File: src/rtl/cavlc_pkg.sv
// Shared CAVLC coeff_token encoder types and constants.
//   MAX_LEN        : longest codeword, sizes the shift register
//   CNT_W          : bit-counter width, holds 0..MAX_LEN
//   lut_entry_t    : {code (right-justified), len} returned by the code LUT
//   state_e        : encoder FSM states
package cavlc_pkg;

    localparam int unsigned MAX_LEN        = 16;
    localparam int unsigned TOTALCOEFF_W   = 5;
    localparam int unsigned TRAILINGONES_W = 2;
    localparam int unsigned CODE_W         = 16;
    localparam int unsigned LEN_W          = 5;
    localparam int unsigned CNT_W          = $clog2(MAX_LEN + 1);

    typedef struct packed {
        logic [CODE_W-1:0] code;
        logic [LEN_W-1:0]  len;
    } lut_entry_t;

    typedef enum logic {
        IDLE  = 1'b0,
        SHIFT = 1'b1
    } state_e;

    // Builds a LUT entry from plain integers so the table reads like the standard.
    function automatic lut_entry_t mk_entry(input int unsigned code, input int unsigned len);
        lut_entry_t e;
        e.code = CODE_W'(code);
        e.len  = LEN_W'(len);
        return e;
    endfunction

endpackage

File: src/rtl/coeff_token_encoder_if.sv
// Token-in / bit-out handshake bundle of the coeff_token encoder.
//   in_valid/in_ready   : token handshake, payload total_coeff/trailing_ones
//   out_valid/out_ready : bit handshake, payload out_bit/out_last
//   error               : one-cycle pulse when an illegal token was accepted
// slave = encoder view, master = upstream source / downstream packer view.
interface coeff_token_encoder_if;
    import cavlc_pkg::*;

    logic                      in_valid;
    logic                      in_ready;
    logic [TOTALCOEFF_W-1:0]   total_coeff;
    logic [TRAILINGONES_W-1:0] trailing_ones;
    logic                      out_valid;
    logic                      out_ready;
    logic                      out_bit;
    logic                      out_last;
    logic                      error;

    modport slave (
        input  in_valid, total_coeff, trailing_ones, out_ready,
        output in_ready, out_valid, out_bit, out_last, error
    );

    modport master (
        output in_valid, total_coeff, trailing_ones, out_ready,
        input  in_ready, out_valid, out_bit, out_last, error
    );

endinterface

File: src/rtl/coeff_token_encoder_lut02.sv
// coeff_token codeword table for 0 <= nC < 2 (62 legal entries).
//   total_coeff, trailing_ones : token
//   entry_c                    : {code right-justified, len}, zero when illegal
//   legal_c                    : token exists in the table
module coeff_token_code_lut02
    import cavlc_pkg::*;
(
    input  logic [TOTALCOEFF_W-1:0]   total_coeff,
    input  logic [TRAILINGONES_W-1:0] trailing_ones,
    output lut_entry_t                entry_c,
    output logic                      legal_c
);

    logic [TOTALCOEFF_W+TRAILINGONES_W-1:0] idx;

    // Index is total_coeff*4 + trailing_ones; every missing index is illegal.
    always_comb begin
        idx     = {total_coeff, trailing_ones};
        entry_c = '0;
        legal_c = 1'b1;
        case (idx)
            7'd0:  entry_c = mk_entry(1, 1);
            7'd4:  entry_c = mk_entry(5, 6);
            7'd5:  entry_c = mk_entry(1, 2);
            7'd8:  entry_c = mk_entry(7, 8);
            7'd9:  entry_c = mk_entry(4, 6);
            7'd10: entry_c = mk_entry(1, 3);
            7'd12: entry_c = mk_entry(7, 9);
            7'd13: entry_c = mk_entry(6, 8);
            7'd14: entry_c = mk_entry(5, 7);
            7'd15: entry_c = mk_entry(3, 5);
            7'd16: entry_c = mk_entry(7, 10);
            7'd17: entry_c = mk_entry(6, 9);
            7'd18: entry_c = mk_entry(5, 8);
            7'd19: entry_c = mk_entry(3, 6);
            7'd20: entry_c = mk_entry(7, 11);
            7'd21: entry_c = mk_entry(6, 10);
            7'd22: entry_c = mk_entry(5, 9);
            7'd23: entry_c = mk_entry(4, 7);
            7'd24: entry_c = mk_entry(15, 13);
            7'd25: entry_c = mk_entry(6, 11);
            7'd26: entry_c = mk_entry(5, 10);
            7'd27: entry_c = mk_entry(4, 8);
            7'd28: entry_c = mk_entry(11, 13);
            7'd29: entry_c = mk_entry(14, 13);
            7'd30: entry_c = mk_entry(5, 11);
            7'd31: entry_c = mk_entry(4, 9);
            7'd32: entry_c = mk_entry(8, 13);
            7'd33: entry_c = mk_entry(10, 13);
            7'd34: entry_c = mk_entry(13, 13);
            7'd35: entry_c = mk_entry(4, 10);
            7'd36: entry_c = mk_entry(15, 14);
            7'd37: entry_c = mk_entry(14, 14);
            7'd38: entry_c = mk_entry(9, 13);
            7'd39: entry_c = mk_entry(4, 11);
            7'd40: entry_c = mk_entry(11, 14);
            7'd41: entry_c = mk_entry(10, 14);
            7'd42: entry_c = mk_entry(13, 14);
            7'd43: entry_c = mk_entry(12, 13);
            7'd44: entry_c = mk_entry(15, 15);
            7'd45: entry_c = mk_entry(14, 15);
            7'd46: entry_c = mk_entry(9, 14);
            7'd47: entry_c = mk_entry(12, 14);
            7'd48: entry_c = mk_entry(11, 15);
            7'd49: entry_c = mk_entry(10, 15);
            7'd50: entry_c = mk_entry(13, 15);
            7'd51: entry_c = mk_entry(8, 14);
            7'd52: entry_c = mk_entry(15, 16);
            7'd53: entry_c = mk_entry(1, 15);
            7'd54: entry_c = mk_entry(9, 15);
            7'd55: entry_c = mk_entry(12, 15);
            7'd56: entry_c = mk_entry(11, 16);
            7'd57: entry_c = mk_entry(14, 16);
            7'd58: entry_c = mk_entry(13, 16);
            7'd59: entry_c = mk_entry(8, 15);
            7'd60: entry_c = mk_entry(7, 16);
            7'd61: entry_c = mk_entry(10, 16);
            7'd62: entry_c = mk_entry(9, 16);
            7'd63: entry_c = mk_entry(12, 16);
            7'd64: entry_c = mk_entry(4, 16);
            7'd65: entry_c = mk_entry(6, 16);
            7'd66: entry_c = mk_entry(5, 16);
            7'd67: entry_c = mk_entry(8, 16);
            default: legal_c = 1'b0;
        endcase
    end

endmodule

File: src/rtl/coeff_token_encoder.sv
// Serializing CAVLC coeff_token encoder (0 <= nC < 2 table).
//   clk, rst_n : clock, asynchronous active-low reset
//   bus        : token in, codeword bits out MSB-first, error pulse
// in_ready is the only combinational output; everything else is a flop.
module coeff_token_encoder
    import cavlc_pkg::*;
(
    input  logic                 clk,
    input  logic                 rst_n,
    coeff_token_encoder_if.slave bus
);

    state_e             state_q,     state_d;
    logic [MAX_LEN-1:0] shift_q,     shift_d;
    logic [CNT_W-1:0]   cnt_q,       cnt_d;
    logic               out_valid_q, out_valid_d;
    logic               out_last_q,  out_last_d;
    logic               error_q,     error_d;

    lut_entry_t         lut_entry;
    logic               lut_legal;
    logic               in_ready_c;
    logic               load;
    logic [MAX_LEN-1:0] load_shift;
    logic [CNT_W-1:0]   load_shamt;

    coeff_token_code_lut02 u_lut (
        .total_coeff   (bus.total_coeff),
        .trailing_ones (bus.trailing_ones),
        .entry_c       (lut_entry),
        .legal_c       (lut_legal)
    );

    // Next state: shift out on accepted beats, reload on the last beat when a legal token waits.
    always_comb begin
        state_d     = state_q;
        shift_d     = shift_q;
        cnt_d       = cnt_q;
        error_d     = 1'b0;
        load        = 1'b0;
        in_ready_c  = (state_q == IDLE) | (out_last_q & bus.out_ready);
        load_shamt  = CNT_W'(MAX_LEN) - CNT_W'(lut_entry.len);
        load_shift  = MAX_LEN'(lut_entry.code) << load_shamt;

        case (state_q)
            IDLE: begin
                if (bus.in_valid) begin
                    if (lut_legal) load = 1'b1;
                    else           error_d = 1'b1;
                end
            end
            SHIFT: begin
                if (bus.out_ready) begin
                    shift_d = {shift_q[MAX_LEN-2:0], 1'b0};
                    cnt_d   = cnt_q - CNT_W'(1);
                    if (out_last_q) begin
                        state_d = IDLE;
                        if (bus.in_valid) begin
                            if (lut_legal) load = 1'b1;
                            else           error_d = 1'b1;
                        end
                    end
                end
            end
            default: state_d = IDLE;
        endcase

        // Left-align the codeword so the MSB is always at the top of the register.
        if (load) begin
            shift_d = load_shift;
            cnt_d   = CNT_W'(lut_entry.len);
            state_d = SHIFT;
        end

        out_valid_d = (state_d == SHIFT);
        out_last_d  = (state_d == SHIFT) && (cnt_d == CNT_W'(1));
    end

    // State and datapath registers.
    always_ff @(posedge clk or negedge rst_n) begin
        if (!rst_n) begin
            state_q     <= IDLE;
            shift_q     <= '0;
            cnt_q       <= '0;
            out_valid_q <= 1'b0;
            out_last_q  <= 1'b0;
            error_q     <= 1'b0;
        end else begin
            state_q     <= state_d;
            shift_q     <= shift_d;
            cnt_q       <= cnt_d;
            out_valid_q <= out_valid_d;
            out_last_q  <= out_last_d;
            error_q     <= error_d;
        end
    end

    assign bus.in_ready  = in_ready_c;
    assign bus.out_valid = out_valid_q;
    assign bus.out_bit   = shift_q[MAX_LEN-1];
    assign bus.out_last  = out_last_q;
    assign bus.error     = error_q;

endmodule

File: src/flat_wrapper.sv
// flat-port wrapper written by rule: the top's interface ports become plain ports
module coeff_token_encoder_flat import cavlc_pkg::*;
  (clk, rst_n, bus_in_valid, bus_total_coeff, bus_trailing_ones, bus_out_ready, bus_in_ready, bus_out_valid, bus_out_bit, bus_out_last, bus_error);
  coeff_token_encoder_if bus_i ();
  input  logic clk;
  input  logic rst_n;
  input wire logic [$bits(bus_i.in_valid)-1:0] bus_in_valid;
  input wire logic [$bits(bus_i.total_coeff)-1:0] bus_total_coeff;
  input wire logic [$bits(bus_i.trailing_ones)-1:0] bus_trailing_ones;
  input wire logic [$bits(bus_i.out_ready)-1:0] bus_out_ready;
  output wire logic [$bits(bus_i.in_ready)-1:0] bus_in_ready;
  output wire logic [$bits(bus_i.out_valid)-1:0] bus_out_valid;
  output wire logic [$bits(bus_i.out_bit)-1:0] bus_out_bit;
  output wire logic [$bits(bus_i.out_last)-1:0] bus_out_last;
  output wire logic [$bits(bus_i.error)-1:0] bus_error;
  assign bus_i.in_valid = bus_in_valid;
  assign bus_i.total_coeff = bus_total_coeff;
  assign bus_i.trailing_ones = bus_trailing_ones;
  assign bus_i.out_ready = bus_out_ready;
  assign bus_in_ready = bus_i.in_ready;
  assign bus_out_valid = bus_i.out_valid;
  assign bus_out_bit = bus_i.out_bit;
  assign bus_out_last = bus_i.out_last;
  assign bus_error = bus_i.error;
  coeff_token_encoder u_core (.clk(clk), .rst_n(rst_n), .bus(bus_i));
endmodule
File: config.mk
export PLATFORM = sky130hd
export DESIGN_NAME = coeff_token_encoder_flat
export DESIGN_NICKNAME = d
export VERILOG_FILES = /design/src/rtl/cavlc_pkg.sv /design/src/rtl/coeff_token_encoder_if.sv /design/src/rtl/coeff_token_encoder_lut02.sv /design/src/rtl/coeff_token_encoder.sv /design/src/flat_wrapper.sv
export SDC_FILE = /design/constraint.sdc
export NUM_CORES = 1
export LEC_CHECK = 0
export ABC_AREA = 1
export CORE_UTILIZATION = 60
export DETAILED_ROUTE_END_ITERATION = 10
export PLACE_DENSITY = 0.89
export SLEW_MARGIN = 20
export SYNTH_ARGS = -nofsm -noshare
export SYNTH_HDL_FRONTEND = slang
export SYNTH_HIERARCHICAL = 1
export SYNTH_SLANG_ARGS = --single-unit
File: constraint.sdc
create_clock -name clk -period 3.3 [get_ports clk]
set_clock_uncertainty 0.15 [all_clocks]
set_input_delay 0.825 -clock clk [delete_from_list [all_inputs] [get_ports clk]]
set_output_delay 0.825 -clock clk [all_outputs]
set_load 0.1 [all_outputs]
After elaboration in Yosys (flattened, before gate mapping)
Cells that the tools add are included.
Word-level totals
  register bits after elaboration: 24
  logic and storage cells: 101
  output and inout port bits: 5
  bits of input ports: 11
Operators by class
  mux-type cells: 22
  equality and inequality tests: 62
  add/subtract/negate cells: 2
  reduce and logical (&&, ||, !) cells: 6
  bitwise operators: 3
  shift-type cells: 1
Operators with widths (count)
  $pmux 9 s62: 1
  $eq 7x6->1 const B: 32
  $eq 7x5->1 const B: 16
  $reduce_or 62->1: 1
  $eq 7x4->1 const B: 7
  $mux 16: 3
  $eq 7x7->1 const B: 4
  $shl 4x5->16: 1
  $mux 5: 3
  $eq 7x3->1 const B: 2
  $mux 1: 13
  $logic_not 7->1: 1
  $eq 5x1->1 const B: 1
  $sub 5x1->5 const B: 1
  $sub 5x5->5 const A: 1
  $pmux 1 s2: 2
  $reduce_bool 2->1: 2
  $reduce_and 2->1: 1
  $and 1x1->1: 1
  $logic_and 1x1->1: 1
  $not 1->1: 1
  $or 1x1->1: 1

Logic depth before layout (Yosys ltp)
  word-level depth: 11
  depth in mapped cells: 24

Cells and area by module
The synthesis kept the hierarchy.
Modules (own cells, without submodules)
  coeff_token_encoder: cells an instance 317, area each 2000.7 µm², sequential area each 600.6 µm², instances 1
  coeff_token_code_lut02: cells an instance 258, area each 1134.8 µm², sequential area each 0.0 µm², instances 1

Least setup slack after synthesis
Ideal clock, no wire load.
  kind: in2reg
  start: in bus_trailing_ones[1]
  end: reg u_core.shift_q[6]
  library setup time: 0.133 ns
  setup slack: -0.130 ns
  stages: 19
  arrival time: 3.147 ns
  path buffers: 5
  cells stage by stage: buf_4 -> nand2_1 -> nor2_1 -> o21ai_2 -> nand3_2 -> nor2_1 -> nand2_1 -> buf_6 -> inv_2 -> buf_4 -> ha_1 -> clkbuf_2 -> inv_1 -> buf_2 -> nand3_1 -> nand3_2 -> nand2_1 -> a21oi_1 -> a21oi_1
RTL lines
  from (decl): RTL line flat_wrapper.sv:9  | input wire logic [$bits(bus_i.trailing_ones)-1:0] bus_trailing_ones;
  to (signal assigned): RTL line coeff_token_encoder.sv:90  | shift_q <= shift_d;
  to (decl): RTL line coeff_token_encoder.sv:14  | logic [MAX_LEN-1:0] shift_q, shift_d;

==> flow_metrics.py <==
metrics = {
    "finish": {
        "multiInputGateArea_um2": 2220,
        "antennaDiodeCount": 0,
        "fillCellCount": 285,
        "instances_no_fill": 738,
        "final_common_cell": "nand2_1",
        "ff_latch_area_um2": 601,
        "fin_nets": 685,
        "layout-drive-gt1-share_pct": 25.0,
        "final_cell_mix": "nand2_1, buf_4, nand3_1, nor2_1, inv_1",
        "area_growth_pct": 29.9,
    },
    "drt": {
        "drt_iter0_markers": 458,
        "vias": 4202,
        "wl_mm": 10.8,
        "drtPass1Iterations": 6,
        "drc": 0,
        "wl_per_cell_um": 14.6,
        "ant_nets": 0,
        "via_per_inst": 5.69,
    },
    "synthesis": {
        "synthesis.area_per_instance_um2": 5.45,
        "seq_area_frac_synth_pct": 19.2,
        "yosysTopAreaCell": "nand2_1",
        "synth_area_leaders": "nand2_1, dfrtp_1, nand3_1, nor2_1, inv_1",
        "synthCells": 575,
        "synth-seq-cells": 24,
        "syn_area_um2": 3140,
        "synth_top_cell_area_share_pct": 24.4,
        "yosysWarnings": 6,
        "yosysUniqueCellTypes": 35,
    },
    "floorplanning": {
        "die_area_um2": 5520,
        "core_area_um2": 4880,
        "io_pins": 16,
        "fp.dieH_um": 74.3,
        "initial_core_util_pct": 64.3,
        "dieWidth_um": 74.3,
        "rows": 25,
    },
    "global_routing": {
        "antenna_found_initial": 0,
        "grt_usage_pct": 40.3,
        "grt_pass1_wl_mm": 17.3,
        "grt_pass1_vias": 3895,
        "grt_remaining_overflow": 0,
        "grt_max_degree": 25,
    },
    "timing": {
        "post-route-period-util_pct": 96.3,
        "drv_slew": 0,
        "setup_ws_ns": 0.121,
        "hold_violations": 0,
        "fin_crit_ns": 3.18,
        "max_freq_mhz": 315,
        "setup_violations": 0,
    },
    "cts": {
        "clock_sinks": 24,
        "root_buffer": "clkbuf_8",
        "cts_inserted_buffers": 3,
        "worstSkewPairLatency_ns": 0.26,
        "htreeDepth": 1,
        "cts_buffer_depth": 2,
        "cts_tree": "done",
        "path_clk_slew_ns": 0.08,
    },
    "worst_setup_path": {
        "path_max_fanout": 15,
        "max_stage_delay_ns": 0.30,
        "worstReg2RegStart": "u_core/bus.out_valid$_DFF_PN0_",
        "critPathKind": "input pin to flip-flop",
        "crit_chain": "clkbuf_2, inv_1, nand2_2, nor2_1, nand2_1, nand2_1, nor2_1, nand2_1, nor2_1, nand2_1, inv_2, ha_4, buf_4, xnor2_2, buf_12, nand3_1, nand2_1, nand2_1, nand3_1, nand2_1, inv_1",
        "cp_slowest_cell": "nor2_1",
        "worstPathRequired_ns": 3.36,
        "reg2reg_slack_ns": 1.53,
        "end_kind": "flip-flop",
        "reg2reg_depth": 7,
        "rr_endpoint": "u_core/shift_q[12]$_DFFE_PN0P_",
        "crit_path_start_kind": "input pin",
        "path_common_cell": "nand2_1",
        "arrival_ns": 3.24,
    },
    "power": {
        "swShare_pct": 50.6,
        "p_switching_mw": 1.05,
        "clkPwrFrac_pct": 12.0,
        "power_mw": 2.08,
        "power_per_cell_area_nw_per_um2": 511,
        "p_seq_share_pct": 22.7,
        "p_int_mw": 1.03,
        "ir_drop_v": 0.000435,
        "pwr-share-comb_pct": 65.3,
        "p_leak_nw": 2.35,
    },
    "placement": {
        "dp_hpwl_mm": 7.60,
        "port_buffers": 15,
        "place_ws_ns": -0.508,
        "dp_cells": 732,
        "globalplace.congestion": 1.07,
    },
    "hold_path": {
        "min_from": "u_core/shift_q[1]$_DFFE_PN0P_",
        "min_to": "u_core/shift_q[1]$_DFFE_PN0P_",
        "hold-path-cell-count": 2,
        "hp-class": "flip-flop to flip-flop",
    },
    "flow_run": {
        "maxCapViolCount": 0,
    },
    "run_status": {
        "status": "finished clean",
    },
}
-- synthesized netlist by cell type --
master     instances
nor2_8             1
xor2_2             1
conb_1             1
clkbuf_2           2
o21ai_1            4
or2_2              2
o2111ai_1          1
nand3_2            4
o21ai_2            2
nand4_1            2
buf_6              6
nor2_1            83
buf_4             14
dfrtp_1           24
nand2_1          204
and2_1             1
o21bai_1           1
clkbuf_1           3
a21oi_1           17
buf_2              2
o211ai_1           1
nand3_4            1
nor2_2             7
xnor2_2            1
nand3b_1           4
nand2_4            1
nor3_1             4
inv_1             61
clkinv_2           1
nand3_1           77
nor2_4             2
o21ai_0           24
nand2_2            7
ha_1               2
inv_2              7
-- per-layer routing --
| metal | vias to the layer above | wire length [um] | GRT usage (%) |
|---|---|---|---|
| li1 | 1979 | - | - |
| met1 | 1809 | 4060 | 47.7 |
| met2 | 324 | 4820 | 64.5 |
| met3 | 90 | 1270 | 11.1 |
| met4 | 0 | 636 | 25.2 |
| met5 | - | 0 | 0 |
-- repair_timing --
item,in CTS,in global routing
pin swaps,3,7
hold buffers,0,0
cloned,1,0
gates resized for setup,25,23
setup buffers,0,1
endpoints found under the setup margin,19,17
-- metrics by stage --
stage	setup TNS (ns)	util (%)	hold WS, ns	instance area, um^2
CTS	0	83.4	0.366	4070
global route	-0.236	83.5	0.387	4070
global placement	-5.78	80.4	0.338	3930
finish	0	83.5	0.367	4070
detailed placement	-8.24	80.4	0.349	3930
floorplan	0	-	0.328	3190
-- power groups by stage --
| stage | registers [mW] | clock network [mW] | logic, mW |
|---|---|---|---|
| after global placement | 0.467 | 0 | 1.19 |
| after CTS | 0.469 | 0.255 | 1.29 |
| after global routing | 0.489 | 0.268 | 1.47 |
| after floorplan | 0.578 | 0 | 0.789 |
| final | 0.473 | 0.250 | 1.36 |
| after detailed placement | 0.473 | 0 | 1.24 |
-- logic make-up (layout without fill, tap and decap cells) --
group | Yosys count | after routing | share of synthesized area (%)
xor+xnor | 2 | 2 | 1.04
compound gates | 50 | 50 | 8.50
flops | 24 | 24 | 19.2
simple gates | 400 | 401 | 55.6
other cells | 1 | 12 | 0.120
buf+inv | 96 | 180 | 14.8
fa+ha+maj | 2 | 2 | 0.798
-- critical path, delay by kind of cell --
kind          cells  cell delay, ns
buf+inv           6            0.70
simple gates     13            1.34
fa+ha+maj         1            0.19
xor+xnor          1            0.20
-- sequential cells by signal (all words and copies together) (netlist names) --
| name | count |
|---|---|
| u_core/shift_q | 16 |
| u_core/cnt_q | 5 |
| u_core/bus.out_last | 1 |
| u_core/bus.out_valid | 1 |
| u_core/bus.error | 1 |
-- final cells by class --
class	count	share of cell area (%)
clock inverter	1	0.737
multi-input combinational	467	54.6
timing repair buffer	107	20.4
tap	67	2.06
inverter	69	6.45
sequential	24	14.7
clock buffer	3	1.01
-- worst max path at each step --
| stage | slack [ns] | start | endpoint |
|---|---|---|---|
| floorplan | 0.004 | bus_trailing_ones[1] | u_core/shift_q[6]$_DFFE_PN0P_ |
| global placement | -0.39 | bus_trailing_ones[1] | u_core/shift_q[15]$_DFFE_PN0P_ |
| detailed placement | -0.51 | bus_trailing_ones[1] | u_core/shift_q[15]$_DFFE_PN0P_ |
| CTS | 0.13 | bus_total_coeff[1] | u_core/shift_q[15]$_DFFE_PN0P_ |
| global route | -0.20 | bus_total_coeff[0] | u_core/shift_q[7]$_DFFE_PN0P_ |
| finish | 0.12 | bus_total_coeff[1] | u_core/shift_q[12]$_DFFE_PN0P_ |
Power figures use the tool's default switching activity.
